--- config.mk ---
export PLATFORM = sky130hd
export DESIGN_NAME = keypad_matrix_scanner
export DESIGN_NICKNAME = d
export VERILOG_FILES = /design/src/rtl/keypad_pkg.sv /design/src/rtl/keypad_event_fifo.sv /design/src/rtl/keypad_matrix_scanner.sv
export SDC_FILE = /design/constraint.sdc
export NUM_CORES = 1
export LEC_CHECK = 0
export ABC_AREA = 1
export CELL_PAD_IN_SITES_DETAIL_PLACEMENT = 0
export CELL_PAD_IN_SITES_GLOBAL_PLACEMENT = 1
export CORE_MARGIN = 2
export CORE_UTILIZATION = 40
export CTS_CLUSTER_SIZE = 30
export DETAILED_ROUTE_END_ITERATION = 10
export MAX_ROUTING_LAYER = met4
export PLACE_DENSITY_LB_ADDON = 0.12
export REMOVE_ABC_BUFFERS = 1
export SETUP_SLACK_MARGIN = 0.2
export SLEW_MARGIN = 10
export SYNTH_ARGS = -nofsm -noshare
export SYNTH_HDL_FRONTEND = slang
export SYNTH_HIERARCHICAL = 1
export SYNTH_SLANG_ARGS = --single-unit
--- constraint.sdc ---
create_clock -name CLK -period 6.9 [get_ports CLK]
set_clock_uncertainty 0.15 [all_clocks]
set_input_delay 0.69 -clock CLK [delete_from_list [all_inputs] [get_ports CLK]]
set_output_delay 0.69 -clock CLK [all_outputs]
set_load 0.005 [all_outputs]
--- src/rtl/keypad_pkg.sv ---
// Shared types and constants for the keypad scanner and the calculator FSM.
package keypad_pkg;

    typedef enum logic [1:0] {
        ST_SCAN     = 2'd0,
        ST_DEBOUNCE = 2'd1,
        ST_HELD     = 2'd2
    } scan_state_e;

    // Width of a key index for an n_rows x n_cols matrix (at least one bit).
    function automatic int key_width(input int n_rows, input int n_cols);
        return (n_rows * n_cols > 1) ? $clog2(n_rows * n_cols) : 1;
    endfunction

    typedef enum logic [3:0] {
        SYM_0, SYM_1, SYM_2, SYM_3, SYM_4, SYM_5, SYM_6, SYM_7, SYM_8, SYM_9,
        SYM_ADD, SYM_SUB, SYM_MUL, SYM_EQ, SYM_CLR, SYM_BKSP
    } calc_sym_e;

    // 4x4 key index (row*4+col) to calculator symbol, row 0 at the top.
    localparam calc_sym_e KEY_SYMBOL [16] = '{
        SYM_1,   SYM_2, SYM_3,    SYM_ADD,
        SYM_4,   SYM_5, SYM_6,    SYM_SUB,
        SYM_7,   SYM_8, SYM_9,    SYM_MUL,
        SYM_CLR, SYM_0, SYM_BKSP, SYM_EQ
    };

endpackage

--- src/rtl/keypad_event_fifo.sv ---
// Small key-event FIFO with level, sticky overflow and registered head.
module keypad_event_fifo #(
    parameter int WIDTH = 4,
    parameter int DEPTH = 4,
    localparam int AW = $clog2(DEPTH),
    localparam int LW = AW + 1
) (
    input  logic             clk,
    input  logic             rst,
    input  logic             push,
    input  logic [WIDTH-1:0] push_data,
    input  logic             pop_ready,
    input  logic             ovf_clr,
    output logic [WIDTH-1:0] head,
    output logic             valid,
    output logic [LW-1:0]    level,
    output logic             overflow
);

    logic [WIDTH-1:0] mem [DEPTH];
    logic [AW-1:0]    wr_ptr;
    logic [AW-1:0]    rd_ptr;
    logic             pop;
    logic             full;
    logic             accept;
    logic             drop;

    // A pop frees a slot in the same cycle, so a full FIFO still accepts a push alongside a pop.
    assign pop    = valid && pop_ready;
    assign full   = (level == LW'(DEPTH));
    assign accept = push && (!full || pop);
    assign drop   = push && full && !pop;

    assign valid  = (level != '0);
    assign head   = mem[rd_ptr];

    // Storage, pointers, level and sticky overflow; a drop wins over a simultaneous clear.
    always_ff @(posedge clk or posedge rst) begin
        if (rst) begin
            for (int i = 0; i < DEPTH; i++) begin
                mem[i] <= '0;
            end
            wr_ptr   <= '0;
            rd_ptr   <= '0;
            level    <= '0;
            overflow <= 1'b0;
        end else begin
            if (accept) begin
                mem[wr_ptr] <= push_data;
                wr_ptr      <= wr_ptr + 1'b1;
            end
            if (pop) begin
                rd_ptr <= rd_ptr + 1'b1;
            end
            if (accept && !pop) begin
                level <= level + 1'b1;
            end else if (!accept && pop) begin
                level <= level - 1'b1;
            end
            if (drop) begin
                overflow <= 1'b1;
            end else if (ovf_clr) begin
                overflow <= 1'b0;
            end
        end
    end

endmodule

--- src/rtl/keypad_matrix_scanner.sv ---
// Matrix keypad scanner: column drive, row sync/debounce, key encoding,
// optional auto-repeat, events buffered in keypad_event_fifo.
//
// state       | meaning
// ------------+---------------------------------------------------------
// ST_SCAN     | drive column col_q for DWELL clocks, sample rows at end
// ST_DEBOUNCE | rows nonzero seen, wait for pattern to hold DEBOUNCE clocks
// ST_HELD     | key reported, wait for DEBOUNCE clocks of no rows; repeat
module keypad_matrix_scanner
    import keypad_pkg::*;
#(
    parameter int N_ROWS     = 4,
    parameter int N_COLS     = 4,
    parameter int DWELL      = 16,
    parameter int DEBOUNCE   = 8,
    parameter int FIFO_DEPTH = 4,
    parameter int REPEAT_DLY = 512,
    localparam int KEY_W     = key_width(N_ROWS, N_COLS),
    localparam int LVL_W     = $clog2(FIFO_DEPTH) + 1
) (
    input  logic              CLK,
    input  logic              RESET,
    input  logic              EN,
    input  logic              REPEAT_EN,
    input  logic [N_ROWS-1:0] rows,
    output logic [N_COLS-1:0] cols,
    output logic [KEY_W-1:0]  key_code,
    output logic              key_valid,
    input  logic              key_ready,
    output logic              key_down,
    output logic [LVL_W-1:0]  fifo_level,
    output logic              overflow,
    input  logic              ovf_clr
);

    localparam int RW  = (N_ROWS > 1) ? $clog2(N_ROWS) : 1;
    localparam int CW  = $clog2(N_COLS);
    localparam int DW  = $clog2(DWELL);
    localparam int DBW = $clog2(DEBOUNCE) + 1;
    localparam int RPW = $clog2(REPEAT_DLY) + 1;

    localparam logic [CW-1:0]  COL_LAST   = CW'(N_COLS - 1);
    localparam logic [DW-1:0]  DWELL_LAST = DW'(DWELL - 1);
    localparam logic [DBW-1:0] DEB_LAST   = DBW'(DEBOUNCE - 1);
    localparam logic [RPW-1:0] REP_LAST   = RPW'(REPEAT_DLY - 1);

    logic [N_ROWS-1:0] rs_meta;
    logic [N_ROWS-1:0] rs;

    scan_state_e       state, state_nxt;
    logic [CW-1:0]     col_q, col_nxt, col_adv;
    logic [RW-1:0]     row_q, row_nxt, low_row;
    logic [N_ROWS-1:0] pat_q, pat_nxt;
    logic [DW-1:0]     dwell_cnt, dwell_nxt;
    logic [DBW-1:0]    deb_cnt, deb_nxt;
    logic [DBW-1:0]    rel_cnt, rel_nxt;
    logic [RPW-1:0]    rep_cnt, rep_nxt;
    logic              key_down_q;
    logic              push;
    logic [KEY_W-1:0]  push_code;

    // Two-flop synchroniser on the raw row inputs.
    always_ff @(posedge CLK or posedge RESET) begin
        if (RESET) begin
            rs_meta <= '0;
            rs      <= '0;
        end else begin
            rs_meta <= rows;
            rs      <= rs_meta;
        end
    end

    // Lowest set row index of the synchronised pattern.
    always_comb begin
        low_row = '0;
        for (int i = N_ROWS - 1; i >= 0; i--) begin
            if (rs[i]) begin
                low_row = RW'(i);
            end
        end
    end

    assign col_adv   = (col_q == COL_LAST) ? '0 : col_q + 1'b1;
    assign push_code = KEY_W'(int'(row_q) * N_COLS + int'(col_q));

    // Scanner state, counters and registered column drive.
    always_ff @(posedge CLK or posedge RESET) begin
        if (RESET) begin
            state      <= ST_SCAN;
            col_q      <= '0;
            row_q      <= '0;
            pat_q      <= '0;
            dwell_cnt  <= '0;
            deb_cnt    <= '0;
            rel_cnt    <= '0;
            rep_cnt    <= '0;
            cols       <= N_COLS'(1);
            key_down_q <= 1'b0;
        end else begin
            state      <= state_nxt;
            col_q      <= col_nxt;
            row_q      <= row_nxt;
            pat_q      <= pat_nxt;
            dwell_cnt  <= dwell_nxt;
            deb_cnt    <= deb_nxt;
            rel_cnt    <= rel_nxt;
            rep_cnt    <= rep_nxt;
            cols       <= EN ? (N_COLS'(1) << col_nxt) : '0;
            key_down_q <= EN && (state_nxt == ST_HELD);
        end
    end

    // Next-state, counter updates and event pushes.
    always_comb begin
        state_nxt = state;
        col_nxt   = col_q;
        row_nxt   = row_q;
        pat_nxt   = pat_q;
        dwell_nxt = dwell_cnt;
        deb_nxt   = deb_cnt;
        rel_nxt   = rel_cnt;
        rep_nxt   = rep_cnt;
        push      = 1'b0;
        if (!EN) begin
            state_nxt = ST_SCAN;
            col_nxt   = '0;
            dwell_nxt = '0;
            deb_nxt   = '0;
            rel_nxt   = '0;
            rep_nxt   = '0;
        end else begin
            case (state)
                ST_SCAN: begin
                    if (dwell_cnt == DWELL_LAST) begin
                        dwell_nxt = '0;
                        if (rs != '0) begin
                            row_nxt   = low_row;
                            pat_nxt   = rs;
                            deb_nxt   = '0;
                            state_nxt = ST_DEBOUNCE;
                        end else begin
                            col_nxt = col_adv;
                        end
                    end else begin
                        dwell_nxt = dwell_cnt + 1'b1;
                    end
                end
                ST_DEBOUNCE: begin
                    if (rs == pat_q) begin
                        if (deb_cnt == DEB_LAST) begin
                            push      = 1'b1;
                            state_nxt = ST_HELD;
                            rel_nxt   = '0;
                            rep_nxt   = '0;
                        end else begin
                            deb_nxt = deb_cnt + 1'b1;
                        end
                    end else begin
                        state_nxt = ST_SCAN;
                        col_nxt   = col_adv;
                        dwell_nxt = '0;
                    end
                end
                ST_HELD: begin
                    if (rs == '0 && rel_cnt == DEB_LAST) begin
                        // Release wins over a repeat that would land in the same cycle.
                        state_nxt = ST_SCAN;
                        col_nxt   = col_adv;
                        dwell_nxt = '0;
                        rel_nxt   = '0;
                        rep_nxt   = '0;
                    end else begin
                        rel_nxt = (rs == '0) ? rel_cnt + 1'b1 : '0;
                        if (REPEAT_EN) begin
                            if (rep_cnt == REP_LAST) begin
                                push    = 1'b1;
                                rep_nxt = '0;
                            end else begin
                                rep_nxt = rep_cnt + 1'b1;
                            end
                        end else begin
                            rep_nxt = '0;
                        end
                    end
                end
                default: begin
                    state_nxt = ST_SCAN;
                end
            endcase
        end
    end

    assign key_down = key_down_q;

    keypad_event_fifo #(
        .WIDTH (KEY_W),
        .DEPTH (FIFO_DEPTH)
    ) u_fifo (
        .clk       (CLK),
        .rst       (RESET),
        .push      (push),
        .push_data (push_code),
        .pop_ready (key_ready),
        .ovf_clr   (ovf_clr),
        .head      (key_code),
        .valid     (key_valid),
        .level     (fifo_level),
        .overflow  (overflow)
    );

endmodule

Word-level counts from Yosys, hierarchy flattened
Index checks and enable logic that the tools add are counted.
- register bits after elaboration: 69
- input bits: 10
- output and inout port bits: 14
- word-level logic and storage cells: 139
- add/subtract/negate cells: 10
- order comparisons: 3
- equal/unequal tests: 20
- shift-type cells: 1
- muxes and demuxes: 60
- bitwise gates (word level): 2
- reduce and logical (&&, ||, !) cells: 23
- operators with widths (kind ; number):
    two-way mux 4 bit ; 18
    two-way mux 10 bit ; 6
    two-way mux 2 bit ; 16
    inequality test 3 bit (second input constant) ; 7
    one-hot mux 10 bit (2 select lines) ; 1
    bitwise mux 16 bit ; 1
    one-hot mux 4 bit (2 select lines) ; 2
    adder 4 x 1 -> 4 bit (second input constant) ; 3
    one-hot mux 2 bit (3 select lines) ; 2
    one-hot mux 4 bit (3 select lines) ; 1
    adder 10 x 1 -> 10 bit (second input constant) ; 1
    == test 10 x 9 -> 1 bit (second input constant) ; 1
    logical AND 1 bit ; 9
    binary-select mux 4 bit (select 2 bit) ; 1
    demux 4 bit (select 2 bit) ; 1
    == test 4 x 3 -> 1 bit (second input constant) ; 2
    two-way mux 1 bit ; 8
    adder 2 x 1 -> 2 bit (second input constant) ; 3
    == test 2 bit (second input constant) ; 3
    >= comparator 3 bit (second input constant) ; 2
    two-way mux 3 bit ; 2
    inequality test 3 x 1 -> 1 bit (second input constant) ; 2
    inverter 2 -> 3 bit ; 2
    AND reduction 3 bit ; 2
    other kinds (20) ; 23

Logic depth before layout (Yosys ltp)
Gate-level depths: netlist of the first run.
- word-level depth: 11
- gate-level depth with buffers: 18
- mapped depth without buffers: 18

Cells and area by module
Netlist of the first run, hierarchy kept.
- by module, submodules not included (module ; times used ; cells each ; area each (µm²) ; sequential area each (µm²)):
    keypad_matrix_scanner ; 1 ; 305 ; 2527.4 ; 1127.3
    keypad_event_fifo ; 1 ; 144 ; 1285.0 ; 600.6

Least setup slack after synthesis of the first run
OpenSTA, ideal clock, no wires.
- kind: register -> register
- from: register rep_cnt[0]
- to: register u_fifo.level[2]
- setup time: 123 ps
- arrival: 2649 ps
- required time: 6627 ps
- setup slack: 3978 ps
- cell stages (with the launch flop): 18
- buffers on the path: 0
- clock period less this slack: 2922 ps
- path through: dfrtp_1 > ha_1 > nand2_1 > nor2_1 > nand2_1 > nor2_1 > nand2_1 > nor2_4 > nand3_1 > a21oi_1 > nand2_1 > inv_1 > ha_1 > inv_1 > fa_1 > nand2_1 > nand3_1 > xor2_1
- longest elaborated chain between the ends: 10
- elaborated cells on any way between the ends: 12
- classes of those cells: eq/ne: 1; mux: 6; reduce/logical: 5
- RTL lines (what ; RTL line ; text):
    from (decl) ; keypad_matrix_scanner.sv:57 ; logic [RPW-1:0] rep_cnt, rep_nxt;
    from (signal assigned) ; keypad_matrix_scanner.sv:107 ; rep_cnt <= rep_nxt;
    == test 10 x 9 -> 1 bit (*) ; keypad_matrix_scanner.sv:175 ; if (rep_cnt == REP_LAST) begin
    two-way mux 1 bit (*) ; keypad_matrix_scanner.sv:175 ;
    two-way mux 1 bit (*) ; keypad_matrix_scanner.sv:174 ; if (REPEAT_EN) begin
    two-way mux 1 bit (*) ; keypad_matrix_scanner.sv:165 ; if (rs == '0 && rel_cnt == DEB_LAST) begin
    one-hot mux 1 bit (2 select lines) (*) ; keypad_matrix_scanner.sv:132 ; case (state)
    two-way mux 1 bit (*) ; keypad_matrix_scanner.sv:124 ; if (!EN) begin
    net push ; keypad_matrix_scanner.sv:59 ; logic push;
    logical AND 1 bit (*) ; keypad_event_fifo.sv:31 ; assign accept = push && (!full || pop);
    net u_fifo.accept ; keypad_event_fifo.sv:25 ; logic accept;
    zero test 1 bit ; keypad_event_fifo.sv:57 ; end else if (!accept && pop) begin
    logical AND 1 bit ; keypad_event_fifo.sv:57 ;
    nonzero test 2 bit (no line) ; - ;
    to (signal assigned) ; keypad_event_fifo.sv:56 ; level <= level + 1'b1;
    to (signal assigned) ; keypad_event_fifo.sv:58 ; level <= level - 1'b1;
    to (decl) ; keypad_event_fifo.sv:16 ; output logic [LW-1:0] level,
Mark *: on every way through the listed nets, which the timed path passes. The rest lies on a longest branch.
A chain may end at the register's enable or synchronous reset.

Worst setup path after layout of the first run
Ends and elaborated chain as after synthesis.

==> impl_metrics.py, run 1 <==
metrics = {
    "synthesis": {
        "yosysSeqAreaShare": 0.453,
        "netlist_top_cells_area": "dfrtp_1 45%, nand2_1 11%, inv_1 5.0%",
        "netlist.area_leader.share": 0.446,
        "synth_most_common_cell": "nand2_1",
        "syn_inst": 449,
        "ys_warn_count": 6,
        "yosys-top-cells-count": "112 x nand2_1, 68 x dfrtp_1, 51 x inv_1, 32 x nor2_1, 27 x nand3_1",
        "synth_edf_count": 0,
        "async_reset_ff_frac": 1.00,
        "netlist_area_um2": 3810,
        "synth.largest_area_cell": "dfrtp_1",
        "ys_seq_elements": 69,
        "syn_avg_cell_area_um2": 8.49,
        "ys.flop_type": "dfrtp_1",
        "ys_types": 43,
    },
    "power_and_ir_drop": {
        "leakagePower_nw": 2.07,
        "p_int_mw": 0.740,
        "p_clk_frac": 0.358,
        "power_frac_comb": 0.198,
        "power_switching_mw": 0.290,
        "switching_share": 0.282,
        "peakVddDrop_mv": 0.114,
        "power.density_nw_per_um2": 236,
        "p_seq_frac": 0.444,
    },
    "routing": {
        "first_pass_iters": 4,
        "routedWlPerCell_um": 12.1,
        "wl_mm": 7.38,
        "ant_nets": 0,
        "vias": 2916,
        "via_per_inst": 4.80,
        "drt_iter0_markers": 106,
        "drcViolationCount": 0,
    },
    "run": {
        "drv_cap": 0,
    },
    "timing": {
        "setup_tns_ns": 0,
        "setup_violations": 0,
        "hold-worst-slack_ns": 0.200,
        "maxSlewViolCount": 0,
        "fin_crit_sh": 0.556,
        "post-route-min-period_ns": 3.84,
        "maxSlewHeadroom": 0.218,
        "fmax_ghz": 0.261,
        "rsz0062_at_grt": "false",
        "worst_slew_pin_slew_ns": 1.17,
        "hold_viol_final": 0,
    },
    "layout": {
        "fin_cells": 608,
        "drive_above_1_share": 0.129,
        "antenna_cells": 0,
        "area_growth_pct": 14.6,
        "nNetsFinal": 499,
        "utilization": 0.473,
    },
    "run_status": {
        "status": "complete, no violations",
    },
    "place": {
        "dp_hpwl_mm": 5.36,
        "routabilityCongestion": 0.818,
        "portBuffers": 23,
        "dp.cells": 592,
    },
    "clocking": {
        "post_cts_resized": 0,
        "h-tree-depth": 3,
        "cts.sinks": 69,
        "cts_tree": "done",
        "clk_latency_ns": 0.34,
        "cts_hold_repair.buffers": 0,
        "path_clk_slew_ns": 0.08,
        "clock-root-buffer": "clkbuf_8",
        "cts_buffer_depth": 2,
        "post_cts_buffers": 0,
        "cts_inserted_buffers": 9,
    },
    "floorplan": {
        "dieHeight_um": 102,
        "core_area_um2": 9240,
        "die-area_um2": 10300,
        "io_pins": 24,
        "row_count": 35,
        "start_util": 0.413,
        "die_width_um": 102,
    },
    "worst_setup_path": {
        "cp_top_family": "simple AND/OR/NAND/NOR gates",
        "end_kind": "flop",
        "required_ns": 6.98,
        "crit_path_top_delay_cell": "a21oi_2",
        "cpMostUsedCell": "nand2_1",
        "path_class": "flop to flop",
        "arrival_ns": 3.91,
        "cp_cell_sequence": "ha_1 -> nand2_1 -> nor2_1 -> nand2_1 -> nor2_1 -> nand2_1 -> nor2_4 -> nand3_1 -> a21oi_2 -> nand2_1 -> inv_1 -> ha_1 -> inv_1 -> fa_1 -> nand2_1 -> nand3_1 -> xor2_1",
        "critPathMaxFanout": 23,
        "crit_path_start_kind": "flop",
        "cp.buffers_inverters": 2,
        "cpPeakStageDelay_ns": 0.93,
    },
    "global_route": {
        "grt_pass1_vias": 2866,
        "track_usage": 0.167,
        "antenna_found_initial": 0,
        "overflow": 0,
        "grt_pass1_wl_mm": 13.2,
        "grt_max_degree": 46,
    },
    "hold_path": {
        "worstHoldPathType": "flop to flop",
    },
}
[sequential cells by signal, indices dropped and copies added (netlist names), 3 cells and up]
register,count
deb_cnt,4
rs,4
u_fifo/level,3
u_fifo/mem,16
pat_q,4
cols,4
rep_cnt,10
rs_meta,4
dwell_cnt,4
rel_cnt,4
[final timing paths]
kind | cells past startpoint | slack [ns] | endpoint | start
min in group asynchronous | 2 | 0.75 | rs_meta[0] | RESET
max | 17 | 3.06 | u_fifo/level[2] | rep_cnt[0]
max reg2reg | 17 | 3.06 | u_fifo/level[2] | rep_cnt[0]
min | 0 | 0.20 | rs[2] | rs_meta[2]
max in group asynchronous | 2 | 5.25 | deb_cnt[2] | RESET
min reg2reg | 0 | 0.20 | rs[2] | rs_meta[2]
[metrics by stage]
step | power [mW] | setup slack [ns] | instance area (um^2)
after floorplan | 0.582 | 3.06 | 3740
after global placement | 0.673 | 3.07 | 4140
after detailed placement | 0.674 | 3.03 | 4140
after CTS | 1.05 | 3.06 | 4370
after global routing | 1.10 | 2.58 | 4370
final | 1.03 | 3.06 | 4370
[area by class of cell]
| cell class | count | area [um^2] |
|---|---|---|
| clock buffers | 11 | 141 |
| repair buffers | 24 | 238 |
| fillers | 938 | 4870 |
| inverters | 59 | 224 |
| well taps | 129 | 161 |
| clock inverters | 5 | 83.8 |
| multi-input cells | 311 | 1790 |
| flip-flops and latches | 69 | 1730 |
[power by group through the flow]
stage                     Combinational [mW]  Sequential [mW]  Clock [mW]
after CTS                              0.208            0.459       0.386
final                                  0.204            0.458       0.369
after floorplan                        0.121            0.461           0
after global placement                 0.206            0.467           0
after global routing                   0.231            0.464       0.401
after detailed placement               0.208            0.467           0
[cells in the final DEF (no fill, tap or decap), drive strengths merged, types with 10 or more instances in the layout]
master / n
nand2: 122
dfrtp: 68
inv: 59
nor2: 43
o21ai: 38
nand3: 35
clkdlybuf4s50: 23
nand4: 18
ha: 14
clkbuf: 11
nor3: 10
[per-layer routing]
metal  part of all wire  GRT usage
met5                  0          -
met4             0.0073     0.0644
met3              0.027     0.0407
met2               0.48      0.262
met1               0.48      0.209
[logic make-up after synthesis]
family / synth area share
fa+ha+maj: 0.0512
flops: 0.453
xor+xnor: 0.0138
buf+inv: 0.0778
compound gates: 0.0893
simple gates: 0.315
Power figures use the tool's default switching activity.
==> run 2: changes to the inputs <==
==> constraint.sdc (replaced) <==
create_clock -name CLK -period 3.7 [get_ports CLK]
set_clock_uncertainty 0.15 [all_clocks]
set_input_delay 0.37 -clock CLK [delete_from_list [all_inputs] [get_ports CLK]]
set_output_delay 0.37 -clock CLK [all_outputs]
set_load 0.005 [all_outputs]
==> run 2 against run 1 <==
  * Register-to-register slack got worse by 2.4 ns
  * Non-clock buffer count grew 2
  * Global-route usage rose by 0.12 points
  * Via count grew 1.4%
  * Worst setup slack got worse by 2.4 ns
  * Critical path type unchanged
  * Critical endpoint unchanged
  * Largest cell class unchanged
==> impl_metrics.py, run 2 (synthesis results as in run 1) <==
metrics = {
    "timing": {
        "post-route-min-period_ns": 2.99,
        "hold_viol_final": 0,
        "fmax_ghz": 0.335,
        "rsz0062_at_grt": "false",
        "maxSlewHeadroom": 0.362,
        "worst_slew_pin_slew_ns": 0.955,
        "maxSlewViolCount": 0,
        "fin_crit_sh": 0.807,
        "fin_ws_ns": 0.714,
        "hold-worst-slack_ns": 0.194,
        "setup_violations": 0,
    },
    "clocking": {
        "cts_tree": "done",
        "post_cts_resized": 0,
        "clock-root-buffer": "clkbuf_8",
        "cts_buffer_depth": 2,
        "cts_hold_repair.buffers": 0,
        "cts.sinks": 69,
        "post_cts_buffers": 0,
        "h-tree-depth": 3,
        "clk_latency_ns": 0.35,
        "cts_inserted_buffers": 9,
        "path_clk_slew_ns": 0.08,
    },
    "worst_setup_path": {
        "path_class": "flop to flop",
        "rrSetupSlack_ns": 0.71,
        "reg2reg_from": "rep_cnt[0]",
        "reg2reg_to": "u_fifo/level[2]",
        "cp_cell_sequence": "ha_1 -> nand2_1 -> nor2_1 -> nand2_1 -> nor2_1 -> nand2_1 -> nor2_4 -> nand3_1 -> a21oi_2 -> nand2_1 -> inv_1 -> ha_1 -> inv_1 -> fa_1 -> nand2_1 -> nand3_1 -> xor2_1",
        "required_ns": 3.78,
        "ff2ff_path_depth": 17,
        "cp.depth": 17,
        "cpPeakStageDelay_ns": 0.40,
        "crit_path_top_delay_cell": "dfrtp_1",
        "critPathMaxFanout": 4,
        "endpoint": "u_fifo/level[2]",
        "end_kind": "flop",
        "cp.buffers_inverters": 2,
        "cp_top_family": "simple AND/OR/NAND/NOR gates",
        "crit_path_start_kind": "flop",
        "cpMostUsedCell": "nand2_1",
        "crit_start": "rep_cnt[0]",
        "arrival_ns": 3.07,
    },
    "layout": {
        "reg_top3": "u_fifo/mem: 16 flops, rep_cnt: 10 flops",
        "area_growth_pct": 14.3,
        "layout_common_cells": "112 x nand2_1, 68 x dfrtp_1, 50 x inv_1",
        "antenna_cells": 0,
        "largest_reg_flops": 16,
        "layout_commonest_cell": "nand2_1",
        "regMostFlops": "u_fifo/mem",
        "drive_above_1_share": 0.135,
        "fin_cells": 610,
        "nNetsFinal": 501,
    },
    "routing": {
        "vias": 2958,
        "drcViolationCount": 0,
        "ant_nets": 0,
        "via_per_inst": 4.85,
        "drt_iter0_markers": 84,
        "routedWlPerCell_um": 12.8,
        "wl_mm": 7.84,
        "first_pass_iters": 4,
    },
    "place": {
        "dp.cells": 594,
        "dp_hpwl_mm": 5.55,
        "portBuffers": 23,
        "routabilityCongestion": 0.786,
        "pre_cts_slack_ns": 0.732,
    },
    "run_status": {
        "status": "complete, no violations",
    },
    "floorplan": {
        "die_width_um": 102,
        "io_pins": 24,
        "dieHeight_um": 102,
        "row_count": 35,
        "core_area_um2": 9240,
        "start_util": 0.413,
        "die-area_um2": 10300,
    },
    "global_route": {
        "overflow": 0,
        "track_usage": 0.169,
        "grt_max_degree": 46,
        "grt_pass1_vias": 2735,
        "antenna_found_initial": 0,
        "grt_pass1_wl_mm": 13.2,
    },
    "power_and_ir_drop": {
        "leakagePower_nw": 2.07,
        "power.density_nw_per_um2": 428,
        "finalPower_mw": 1.87,
        "peakVddDrop_mv": 0.193,
    },
    "hold_path": {
        "worstHoldPathType": "flop to flop",
    },
    "run": {
        "drv_cap": 0,
    },
}
## run 2: cell count changes in the layout (fill, tap and decap cells not counted)
cell / delta
buf_4: +2
bufinv_16: -1
clkbuf_1: -1
clkbuf_8: -1
clkinv_2: +1
clkinvlp_4: +1
inv_6: +1
## run 2: routing by layer
metal | track usage | vias up | part of all wire
met1 | 0.212 | 1405 | 0.47
met3 | 0.0414 | 6 | 0.033
met5 | - | - | 0
met4 | 0.0520 | 0 | 0.0094
met2 | 0.269 | 31 | 0.49
li1 | - | 1516 | -
## run 2: stage by stage
stage | area (um^2) | setup TNS [ns] | utilization
3_5_place_dp | 4160 | 0 | 0.450
3_3_place_gp | 4160 | 0 | 0.450
6_report | 4360 | 0 | 0.471
5_1_grt | 4360 | 0 | 0.471
4_1_cts | 4360 | 0 | 0.471
2_1_floorplan | 3740 | -0.140 | -
## run 2: power by group
part           total [mW]  leakage (nW)  internal (mW)  switching, mW
Combinational       0.386          1.06          0.188          0.198
Sequential          0.857         0.916          0.794         0.0633
Clock               0.623        0.0918          0.313          0.310
## run 2: final cells by class
cell class | instances | area, um^2
Fill cell | 941 | 4880
Clock inverter | 7 | 75.1
Clock buffer | 9 | 124
Multi-Input combinational cell | 311 | 1790
Sequential cell | 69 | 1730
Tap cell | 129 | 161
Timing Repair Buffer | 26 | 253
Inverter | 59 | 224
## run 2: worst min-delay path by stage
stage,slack (ns),start,endpoint,cells after the start
after floorplan,0.18,rs_meta[0],rs[0],0
after global placement,0.18,rs_meta[1],rs[1],0
after detailed placement,0.19,rs_meta[2],rs[2],0
after CTS,0.19,rs_meta[1],rs[1],0
after global routing,0.19,rs_meta[1],rs[1],0
final,0.19,rs_meta[1],rs[1],0
